--- src/rtl/sparse_layer_sequencer_pkg.sv ---
// Shared constants and types for the input-layer sequencer and its queue.
//   INPUT_LAYER_NODES : pixels per image
//   QUEUE_MAX_SIZE    : input queue storage slots; the queue and the sequencer both use this value
//   CNT_W             : width of every sequencer counter (10 bits, so node counts up to 1023)
//   seq_state_t       : sequencer FSM states
package sparse_layer_sequencer_pkg;

  localparam int INPUT_LAYER_NODES = 784;
  localparam int QUEUE_MAX_SIZE    = 11;
  localparam int CNT_W             = 10;

  typedef enum logic [3:0] {
    S_IDLE,
    S_CLEAR,
    S_LOAD,
    S_DQ_HI,
    S_DQ_LO,
    S_LATCH,
    S_WAIT,
    S_ACC,
    S_DONE
  } seq_state_t;

endpackage

--- src/rtl/sparse_layer_sequencer_wait_timer.sv ---
// Countdown timer that covers the weight-RAM read latency.
// Ports:
//   clk, reset   : clock and synchronous active-high reset
//   load         : load load_value into the counter (takes priority over counting)
//   load_value   : number of cycles to wait after the load cycle
//   expired      : high for exactly one cycle, the last cycle of the wait
module sequencer_wait_timer
  import sparse_layer_sequencer_pkg::*;
(
  input  logic             clk,
  input  logic             reset,
  input  logic             load,
  input  logic [CNT_W-1:0] load_value,
  output logic             expired
);

  localparam logic [CNT_W-1:0] ONE = CNT_W'(1);

  logic [CNT_W-1:0] count;

  always_ff @(posedge clk) begin
    if (reset) begin
      count <= '0;
    end else if (load) begin
      count <= load_value;
    end else if (count != '0) begin
      count <= count - ONE;
    end
  end

  // count==1 is the final wait cycle; the counter then parks at 0, so this is a single pulse.
  assign expired = (count == ONE);

endmodule

--- src/rtl/sparse_layer_sequencer.sv ---
// Sequences one input-layer pass of the binary neural network around the input queue:
// clear the queue, stream INPUT_NODES pixels into it, then pop each queued active-pixel
// index and issue one weight-row read plus one accumulate strobe per index.
// Ports:
//   clk, reset    : clock, synchronous active-high reset
//   start         : begin a pass (only honoured in IDLE)
//   pixelIn       : pixel currently presented to the queue
//   queueIndex    : queue head index after a pop
//   queueEmpty    : queue empty flag
//   pixelReq      : source presents the next pixel this cycle
//   queueReset    : queue reset
//   queueDequeue  : queue dequeue (queue pops on its falling edge)
//   weightAddr    : weight-row address, the last popped index
//   weightRd      : one-cycle weight read strobe
//   accClear      : one-cycle hidden accumulator clear
//   accEn         : one-cycle accumulate strobe
//   busy          : high outside IDLE
//   done          : one-cycle end-of-pass pulse
//   activeCount   : number of 1-pixels seen in the last load phase
//   overflowErr   : sticky, more active pixels than queue slots
//   mismatchErr   : sticky, queue empty flag disagreed with the expected count
module sparse_layer_sequencer
  import sparse_layer_sequencer_pkg::*;
#(
  parameter int INPUT_NODES = INPUT_LAYER_NODES,
  parameter int QUEUE_DEPTH = QUEUE_MAX_SIZE,
  parameter int MEM_LATENCY = 2
) (
  input  logic             clk,
  input  logic             reset,
  input  logic             start,
  input  logic             pixelIn,
  input  logic [CNT_W-1:0] queueIndex,
  input  logic             queueEmpty,
  output logic             pixelReq,
  output logic             queueReset,
  output logic             queueDequeue,
  output logic [CNT_W-1:0] weightAddr,
  output logic             weightRd,
  output logic             accClear,
  output logic             accEn,
  output logic             busy,
  output logic             done,
  output logic [CNT_W-1:0] activeCount,
  output logic             overflowErr,
  output logic             mismatchErr
);

  localparam logic [CNT_W-1:0] LAST_PIXEL = CNT_W'(INPUT_NODES - 1);
  localparam logic [CNT_W-1:0] DEPTH      = CNT_W'(QUEUE_DEPTH);
  localparam logic [CNT_W-1:0] LATENCY    = CNT_W'(MEM_LATENCY);
  localparam logic [CNT_W-1:0] ONE        = CNT_W'(1);

  seq_state_t       state, state_next;
  logic [CNT_W-1:0] load_cnt;
  logic [CNT_W-1:0] remaining;
  logic [CNT_W-1:0] total_count;
  logic             last_pixel;
  logic             wait_expired;

  // Count including the pixel presented this cycle, so the final LOAD cycle sees the full total.
  assign total_count = activeCount + {{(CNT_W-1){1'b0}}, pixelIn};
  assign last_pixel  = (load_cnt == LAST_PIXEL);

  sequencer_wait_timer u_wait_timer (
    .clk        (clk),
    .reset      (reset),
    .load       (state == S_LATCH),
    .load_value (LATENCY),
    .expired    (wait_expired)
  );

  always_ff @(posedge clk) begin
    if (reset) begin
      state <= S_IDLE;
    end else begin
      state <= state_next;
    end
  end

  always_comb begin
    state_next   = state;
    pixelReq     = 1'b0;
    queueReset   = 1'b0;
    queueDequeue = 1'b0;
    weightRd     = 1'b0;
    accClear     = 1'b0;
    accEn        = 1'b0;
    busy         = 1'b1;
    done         = 1'b0;
    case (state)
      S_IDLE: begin
        busy       = 1'b0;
        queueReset = 1'b1;
        if (start) state_next = S_CLEAR;
      end
      S_CLEAR: begin
        queueReset = 1'b1;
        accClear   = 1'b1;
        state_next = S_LOAD;
      end
      S_LOAD: begin
        pixelReq = 1'b1;
        // remaining = min(total, depth) is zero exactly when no pixel was active.
        if (last_pixel) state_next = (total_count == '0) ? S_DONE : S_DQ_HI;
      end
      S_DQ_HI: begin
        // An empty queue here means fewer entries than counted: abandon the pops.
        if (queueEmpty) begin
          state_next = S_DONE;
        end else begin
          queueDequeue = 1'b1;
          state_next   = S_DQ_LO;
        end
      end
      S_DQ_LO: state_next = S_LATCH;
      S_LATCH: begin
        weightRd   = 1'b1;
        state_next = S_WAIT;
      end
      S_WAIT: begin
        if (wait_expired) state_next = S_ACC;
      end
      S_ACC: begin
        accEn      = 1'b1;
        state_next = (remaining == ONE) ? S_DONE : S_DQ_HI;
      end
      S_DONE: begin
        done       = 1'b1;
        state_next = S_IDLE;
      end
      default: state_next = S_IDLE;
    endcase
  end

  always_ff @(posedge clk) begin
    if (reset) begin
      load_cnt    <= '0;
      remaining   <= '0;
      activeCount <= '0;
      weightAddr  <= '0;
      overflowErr <= 1'b0;
      mismatchErr <= 1'b0;
    end else begin
      case (state)
        S_CLEAR: begin
          load_cnt    <= '0;
          activeCount <= '0;
          overflowErr <= 1'b0;
          mismatchErr <= 1'b0;
        end
        S_LOAD: begin
          load_cnt    <= load_cnt + ONE;
          activeCount <= total_count;
          if (last_pixel) begin
            remaining   <= (total_count > DEPTH) ? DEPTH : total_count;
            overflowErr <= (total_count > DEPTH);
          end
        end
        S_DQ_HI: begin
          if (queueEmpty) mismatchErr <= 1'b1;
        end
        S_LATCH: weightAddr <= queueIndex;
        S_ACC: begin
          remaining <= remaining - ONE;
          // Last expected entry consumed: the queue should now be drained.
          if (remaining == ONE && !queueEmpty) mismatchErr <= 1'b1;
        end
        default: ;
      endcase
    end
  end

endmodule

--- config.mk ---
export PLATFORM = sky130hd
export DESIGN_NAME = sparse_layer_sequencer
export DESIGN_NICKNAME = d
export VERILOG_FILES = /design/src/rtl/sparse_layer_sequencer_pkg.sv /design/src/rtl/sparse_layer_sequencer_wait_timer.sv /design/src/rtl/sparse_layer_sequencer.sv
export SDC_FILE = /design/constraint.sdc
export NUM_CORES = 1
export LEC_CHECK = 0
export CORE_ASPECT_RATIO = 1.4
export CORE_UTILIZATION = 54
export DETAILED_ROUTE_END_ITERATION = 10
export GPL_TIMING_DRIVEN = 0
export HOLD_SLACK_MARGIN = 0.08
export PLACE_DENSITY = 0.88
export SETUP_SLACK_MARGIN = 0.2
export SYNTH_ARGS = -nofsm -noshare
export SYNTH_HDL_FRONTEND = slang
export SYNTH_SLANG_ARGS = --single-unit
--- constraint.sdc ---
create_clock -name clk -period 3.3 [get_ports clk]
set_input_delay 0.66 -clock clk [delete_from_list [all_inputs] [get_ports clk]]
set_output_delay 0.66 -clock clk [all_outputs]
set_load 0.02 [all_outputs]
==> impl_results.md, run 1 <==
- Commonest cells in the netlist: 56 x dfxtp_1, 52 x nand2_1, 47 x nor2_1, 29 x a21oi_1, 18 x clkbuf_1
- Synth Cell Area: 2890 um^2
- Most frequent cell after synthesis: dfxtp_1
- EDFF count, synth: 0
- Post-Syn Instances: 361
- Setup violations, final: 0
- Synthesized flop and latch total: 56
- Critical path, cell by cell: clkdlybuf4s50_1 > ha_1 > ha_1 > and3_2 > nand3_1 > o21a_2 > a2111oi_4 > a21oi_2 > o41a_1
- Pin count of the biggest net entering global routing: 18
- Status: complete, no violations
- Site Rows: 31
- HP Class: reg2reg
- Core area: 5160 um^2
- CTS tree: built
- Synth area leader: dfxtp_1
- Port buffer count: 44
- Total GRT Usage: 24.9%
- Gpl congestion: 0.842
- ANT cells: 0
- Dpl hpwl: 4930 um
- Fill cell count: 410
- PwrDens: 542 nW/um^2
- Number of max-cap violations: 0
- # IOs: 45
- Number of global-route vias before repair: 2533
- Post-synthesis adder-cell area fraction: 3.47%
- Drt initial violations: 127
- Final slew viol count: 0
- Max VDD drop: 0.263 mV
- FF+latch area: 1120 um^2
- Max Freq: 334 MHz
- Num CTS Buffers: 5
- Worst endpoint data arrival time: 3.21 ns
- Clock transition at path regs: 0.10 ns
- Tcrit/Tclk final: 90.9%
- Syn. warnings: 0
- GRT met2 Usage: 44.9%
- WL final: 6840 um
- Multi-input gate area: 1650 um^2
- Compound-Gate Fraction of Synth Area: 16.6%
- Slew HR: 63.4%
- Vias: 2746
- CTS Sinks: 56
- Layout net count: 435
- Initial core utilization: 56.0%
- RSZ-0062 raised after global routing: no
- Simple-gate share of the synthesized area: 30.2%
- Hold buffers post-CTS: 0
- Mux cell area share after synthesis: 2.38%
- WP data required: 3.51 ns
- Share of the synthesized area in the top cell type: 38.8%
- Die Ht: 88.5 um
- Synth top area cells: dfxtp_1 39%, nand2_1 6.8%, nor2_1 6.1%, a21oi_1 5.0%, ha_1 3.5%
- Post-route ant nets: 0
- Remaining DRCs: 0
- H-tree levels: 2
- Prevailing post-synth register cell: dfxtp_1
- First-pass GRT wire length: 11000 um
- Root Buffer: clkbuf_8
- Vias per cell: 5.73
- Asr flop ratio synth: 0%
- Setup CP Type: in2reg
- Postcts setup bufs: 0
- Grt met1 use: 27.3%
- Largest family of logic cells by synthesized area: simple AND/OR/NAND/NOR gates
- Clock latency on the worst-skew pair: 0.32 ns
- Avg Cell Area, Syn: 8.00 um^2
- Area Overhead vs Synth: 22.1%
- Met3 Use GR: 4.90%
- Final min period: 3.00 ns
- Setup TNS: 0 ns
- Final Skew: 0.00899 ns
- Most common cell on crit path: ha_1
- Total Die Area: 5650 um^2
- CP max FO: 6
- CP endpoint kind: flip-flop
- Ratio of cells with drive above 1 in the final layout: 8.23%
- Setup crit start kind: input port
- CP peak stage delay: 0.50 ns
- Worst Tran Pin Value: 0.544 ns
- Synth Net Count: 384
- Final hold viol count: 0
- CP max stage cell: a2111oi_4
- Initial antenna violation count: 0
- Global route overflow: 0
- Total power draw: 1.91 mW
- Post-Synth XOR/XNOR Area: 4.25%
- Sequential area share after synthesis: 38.8%
- Gr busiest metal: met2
- Die W: 63.8 um
- P_leak: 1.28 nW
- Synth cell types: 54
- WL/cell: 14.3 um
- Drt pass-1 iters: 6
- CTS max path bufs: 2
==> registers in the layout (all words and copies together), names as in the netlist <==
name,flops
u_wait_timer.count,10
mismatchErr,1
overflowErr,1
load_cnt,10
state,4
activeCount,10
remaining,10
weightAddr,10
==> power breakdown <==
part	switching [mW]	internal, mW	total, mW	leakage (nW)
Combinational	0.378	0.268	0.646	0.772
Sequential	0.0591	0.744	0.803	0.453
Clock	0.236	0.225	0.461	0.0541
==> cell type report <==
type,instances,area share (%)
clock inverters,3,1.21
plain buffers,20,2.48
well taps,66,2.34
repair buffers,44,12.5
multi-input cells,275,46.7
inverters,10,1.06
flip-flops and latches,56,31.8
clock buffers,5,1.95
==> layout by cell type, fill, tap and decap left out, types with 4 or more instances in the layout <==
cell type        instances
o21ai_0                 10
nor2_1                  47
dfxtp_1                 56
nand3_1                 14
inv_1                   10
nor2b_1                  7
clkdlybuf4s50_1         43
nand2_1                 52
a31oi_1                  5
a21oi_1                 29
xor2_1                   8
xnor2_1                  6
clkbuf_1                15
a311oi_1                 7
nor4_1                   7
ha_1                     8
or2_2                    4
nand3b_1                 4
nor3_1                  13
clkbuf_8                 5
nand2b_1                 5
a22oi_1                  6
==> critical path, delay by kind of cell <==
kind | cells | cell delay, ns
AO/OA/AOI/OAI | 4 | 1.26
buffers and inverters | 1 | 0.48
AND/OR/NAND/NOR | 2 | 0.44
adder cells (fa/ha/maj) | 2 | 0.36
==> metal layers <==
layer,up-vias,routed length (um)
li1,1363,-
met1,1274,2790
met2,95,3520
met3,14,375
met4,0,151
met5,-,0
==> final timing paths <==
check,from,to,slack (ns),cells after the start
max,pixelIn,state[1],0.30,9
min,weightAddr[0],weightAddr[0],0.46,2
min reg2reg,weightAddr[0],weightAddr[0],0.46,2
max reg2reg,activeCount[0],state[1],0.73,8
==> logic make-up (layout without fill, tap and decap cells) <==
logic type | after synthesis | count (layout)
mux | 6 | 6
simple gates | 175 | 175
compound gates | 72 | 72
flops | 56 | 56
fa+ha+maj | 8 | 8
xor+xnor | 14 | 14
buf+inv | 30 | 82
==> per-stage QoR <==
step | cell area, um^2 | utilization, % | instances | hold slack (ns) | setup slack [ns]
after global placement | 3410 | 66.1 | 471 | 0.442 | 0.0693
after detailed placement | 3410 | 66.1 | 471 | 0.451 | 0.0164
after CTS | 3520 | 68.3 | 479 | 0.466 | 0.254
after floorplan | 2890 | - | 361 | 0.444 | 0.740
final | 3520 | 68.3 | 479 | 0.463 | 0.302
after global routing | 3520 | 68.3 | 479 | 0.487 | 0.210
==> what timing repair did <==
item                                    in CTS  in global routing
endpoints found under the setup margin       2                  2
endpoints found under the hold margin        0                  0
resized for setup                            2                  4
Note: power is estimated with default switching activity, not from simulation.
==> run 2: changes to the inputs <==
--- a/config.mk
+++ b/config.mk
@@ -5,6 +5,7 @@
 export SDC_FILE = /design/constraint.sdc
 export NUM_CORES = 1
 export LEC_CHECK = 0
+export ABC_CLOCK_PERIOD_IN_PS = 3300
 export CORE_ASPECT_RATIO = 1.4
 export CORE_UTILIZATION = 54
 export DETAILED_ROUTE_END_ITERATION = 10
==> constraint.sdc (replaced) <==
create_clock -name clk -period 3.3 [get_ports clk]
set_input_delay 0.66 -clock clk [delete_from_list [all_inputs] [get_ports clk]]
set_output_delay 0.66 -clock clk [all_outputs]
set_load 0.005 [all_outputs]
==> impl_results.md, run 2 (synthesized netlist as in run 1, its figures left out) <==
- Status: complete, no violations
- Setup violations, final: 0
- PwrDens: 535 nW/um^2
- Port buffer count: 44
- Vias: 2750
- WL final: 6850 um
- Post-cts resize count: 0
- Vias per cell: 5.74
- Comb pwr share: 33.0%
- CP endpoint kind: primary output
- Setup CP Type: reg2out
- H-tree levels: 2
- Tcrit/Tclk final: 91.2%
- First-pass GRT wire length: 11000 um
- Total Die Area: 5650 um^2
- Final hold viol count: 0
- P_leak: 1.27 nW
- Switching power: 0.647 mW
- FF+latch area: 1120 um^2
- Layout net count: 435
- Drt initial violations: 128
- Final Skew: 0.00953 ns
- Min-delay src: weightAddr[0]
- RR Startpoint: activeCount[0]
- Gr busiest metal: met2
- # IOs: 45
- Hold endpoint: weightAddr[0]
- Root Buffer: clkbuf_8
- Number of max-cap violations: 0
- Worst endpoint data arrival time: 2.35 ns
- RSZ-0062 raised after global routing: no
- Hold slack: 0.463 ns
- CP max FO: 10
- Core area: 5160 um^2
- Max Freq: 332 MHz
- Clock latency on the worst-skew pair: 0.32 ns
- Initial antenna violation count: 0
- Fill cell count: 409
- Max VDD drop: 0.267 mV
- Total GRT Usage: 24.9%
- Final slew viol count: 0
- Worst Tran Pin Value: 0.544 ns
- Site Rows: 31
- FF-to-FF setup slack: 0.74 ns
- Hold buffers post-CTS: 0
- Int Power: 1.24 mW
- Die Ht: 88.5 um
- CTS Sinks: 56
- Clock transition at path regs: 0.10 ns
- Area Overhead vs Synth: 22.1%
- Ratio of cells with drive above 1 in the final layout: 7.99%
- Met3 Use GR: 4.90%
- Dpl hpwl: 4930 um
- Commonest non-fill, non-tap cell in the layout: dfxtp_1
- Grt met1 use: 27.3%
- Total power draw: 1.89 mW
- Remaining DRCs: 0
- Hold Crit Depth: 2
- Postcts setup bufs: 0
- Global route overflow: 0
- Clock power share: 24.5%
- GRT met2 Usage: 44.9%
- Setup crit start kind: flip-flop
- CTS max path bufs: 2
- Post-route ant nets: 0
- Gpl congestion: 0.842
- Most frequent cells in the layout: 56 x dfxtp_1, 52 x nand2_1, 47 x nor2_1
- Slew HR: 63.4%
- WP data required: 2.64 ns
- Setup TNS: 0 ns
- Pin count of the biggest net entering global routing: 18
- Die W: 63.8 um
- Multi-input gate area: 1650 um^2
- Drt pass-1 iters: 5
- Critical path origin: state[3]
- HP Class: reg2reg
- Final min period: 3.01 ns
- Share of total power in sequential cells: 42.5%
- WL/cell: 14.3 um
- Number of global-route vias before repair: 2533
- Post-layout util: 68.4%
- FF-to-FF path depth: 8
- CTS tree: built
- Initial core utilization: 56.0%
- Switching share of power: 34.3%
- Num CTS Buffers: 5
- Reg-to-reg endpoint: state[1]
- ANT cells: 0
run 2: changes by cell type in the layout (fill, tap and decap cells not counted):
cell and delta:
dlygate4sd2_1 -1, buf_2 -1, clkbuf_1 +1, buf_4 +1
clkdlybuf4s50_1 +1, clkbuf_2 -1
run 2: critical path: stages, from the launching register on:
cell and delay, ns:
dfxtp_1 0.39, or4b_1 0.56, buf_6 0.17, inv_1 0.17, buf_4 0.22, clkdlybuf4s50_1 0.52
run 2: routing by layer:
layer  share of wire, %  wire [um]
met1                 41       2790
met2                 52       3540
met3                5.5        375
met4                2.2        148
met5                  0          0
run 2: area by class of cell:
class                           instances  share of cell area [%]
Buffer                                 20                    2.52
Clock buffer                            5                    1.95
Clock inverter                          3                    1.21
Inverter                               10                    1.06
Multi-Input combinational cell        275                    46.6
Sequential cell                        56                    31.8
Tap cell                               66                    2.34
Timing Repair Buffer                   44                    12.5
run 2: metrics by stage:
stage / area [um^2] / setup slack (ns) / cells
floorplan: 2890 / 0.740 / 361
global placement: 3410 / 0.0693 / 471
detailed placement: 3410 / 0.0164 / 471
CTS: 3520 / 0.204 / 479
global route: 3530 / 0.210 / 479
finish: 3530 / 0.289 / 479
run 2: how the worst max path moves through the flow:
stage,end
after detailed placement,state[1]
after global routing,state[1]
after CTS,accEn
after global placement,state[1]
after floorplan,state[1]
final,pixelReq
run 2: power by group through the flow:
stage	Combinational (mW)	Clock (mW)	Sequential, mW
final	0.623	0.462	0.803
after global routing	0.696	0.502	0.810
after CTS	0.620	0.463	0.803
after detailed placement	0.612	0	0.819
after global placement	0.598	0	0.813
after floorplan	0.453	0	0.804
==> run 3: changes to the inputs <==
--- a/config.mk
+++ b/config.mk
@@ -10,7 +10,6 @@
 export CORE_UTILIZATION = 54
 export DETAILED_ROUTE_END_ITERATION = 10
 export GPL_TIMING_DRIVEN = 0
-export HOLD_SLACK_MARGIN = 0.08
 export PLACE_DENSITY = 0.88
 export SETUP_SLACK_MARGIN = 0.2
 export SYNTH_ARGS = -nofsm -noshare
==> results of run 3 <==
The final DEF is identical to that of run 2; final timing and power are the same.
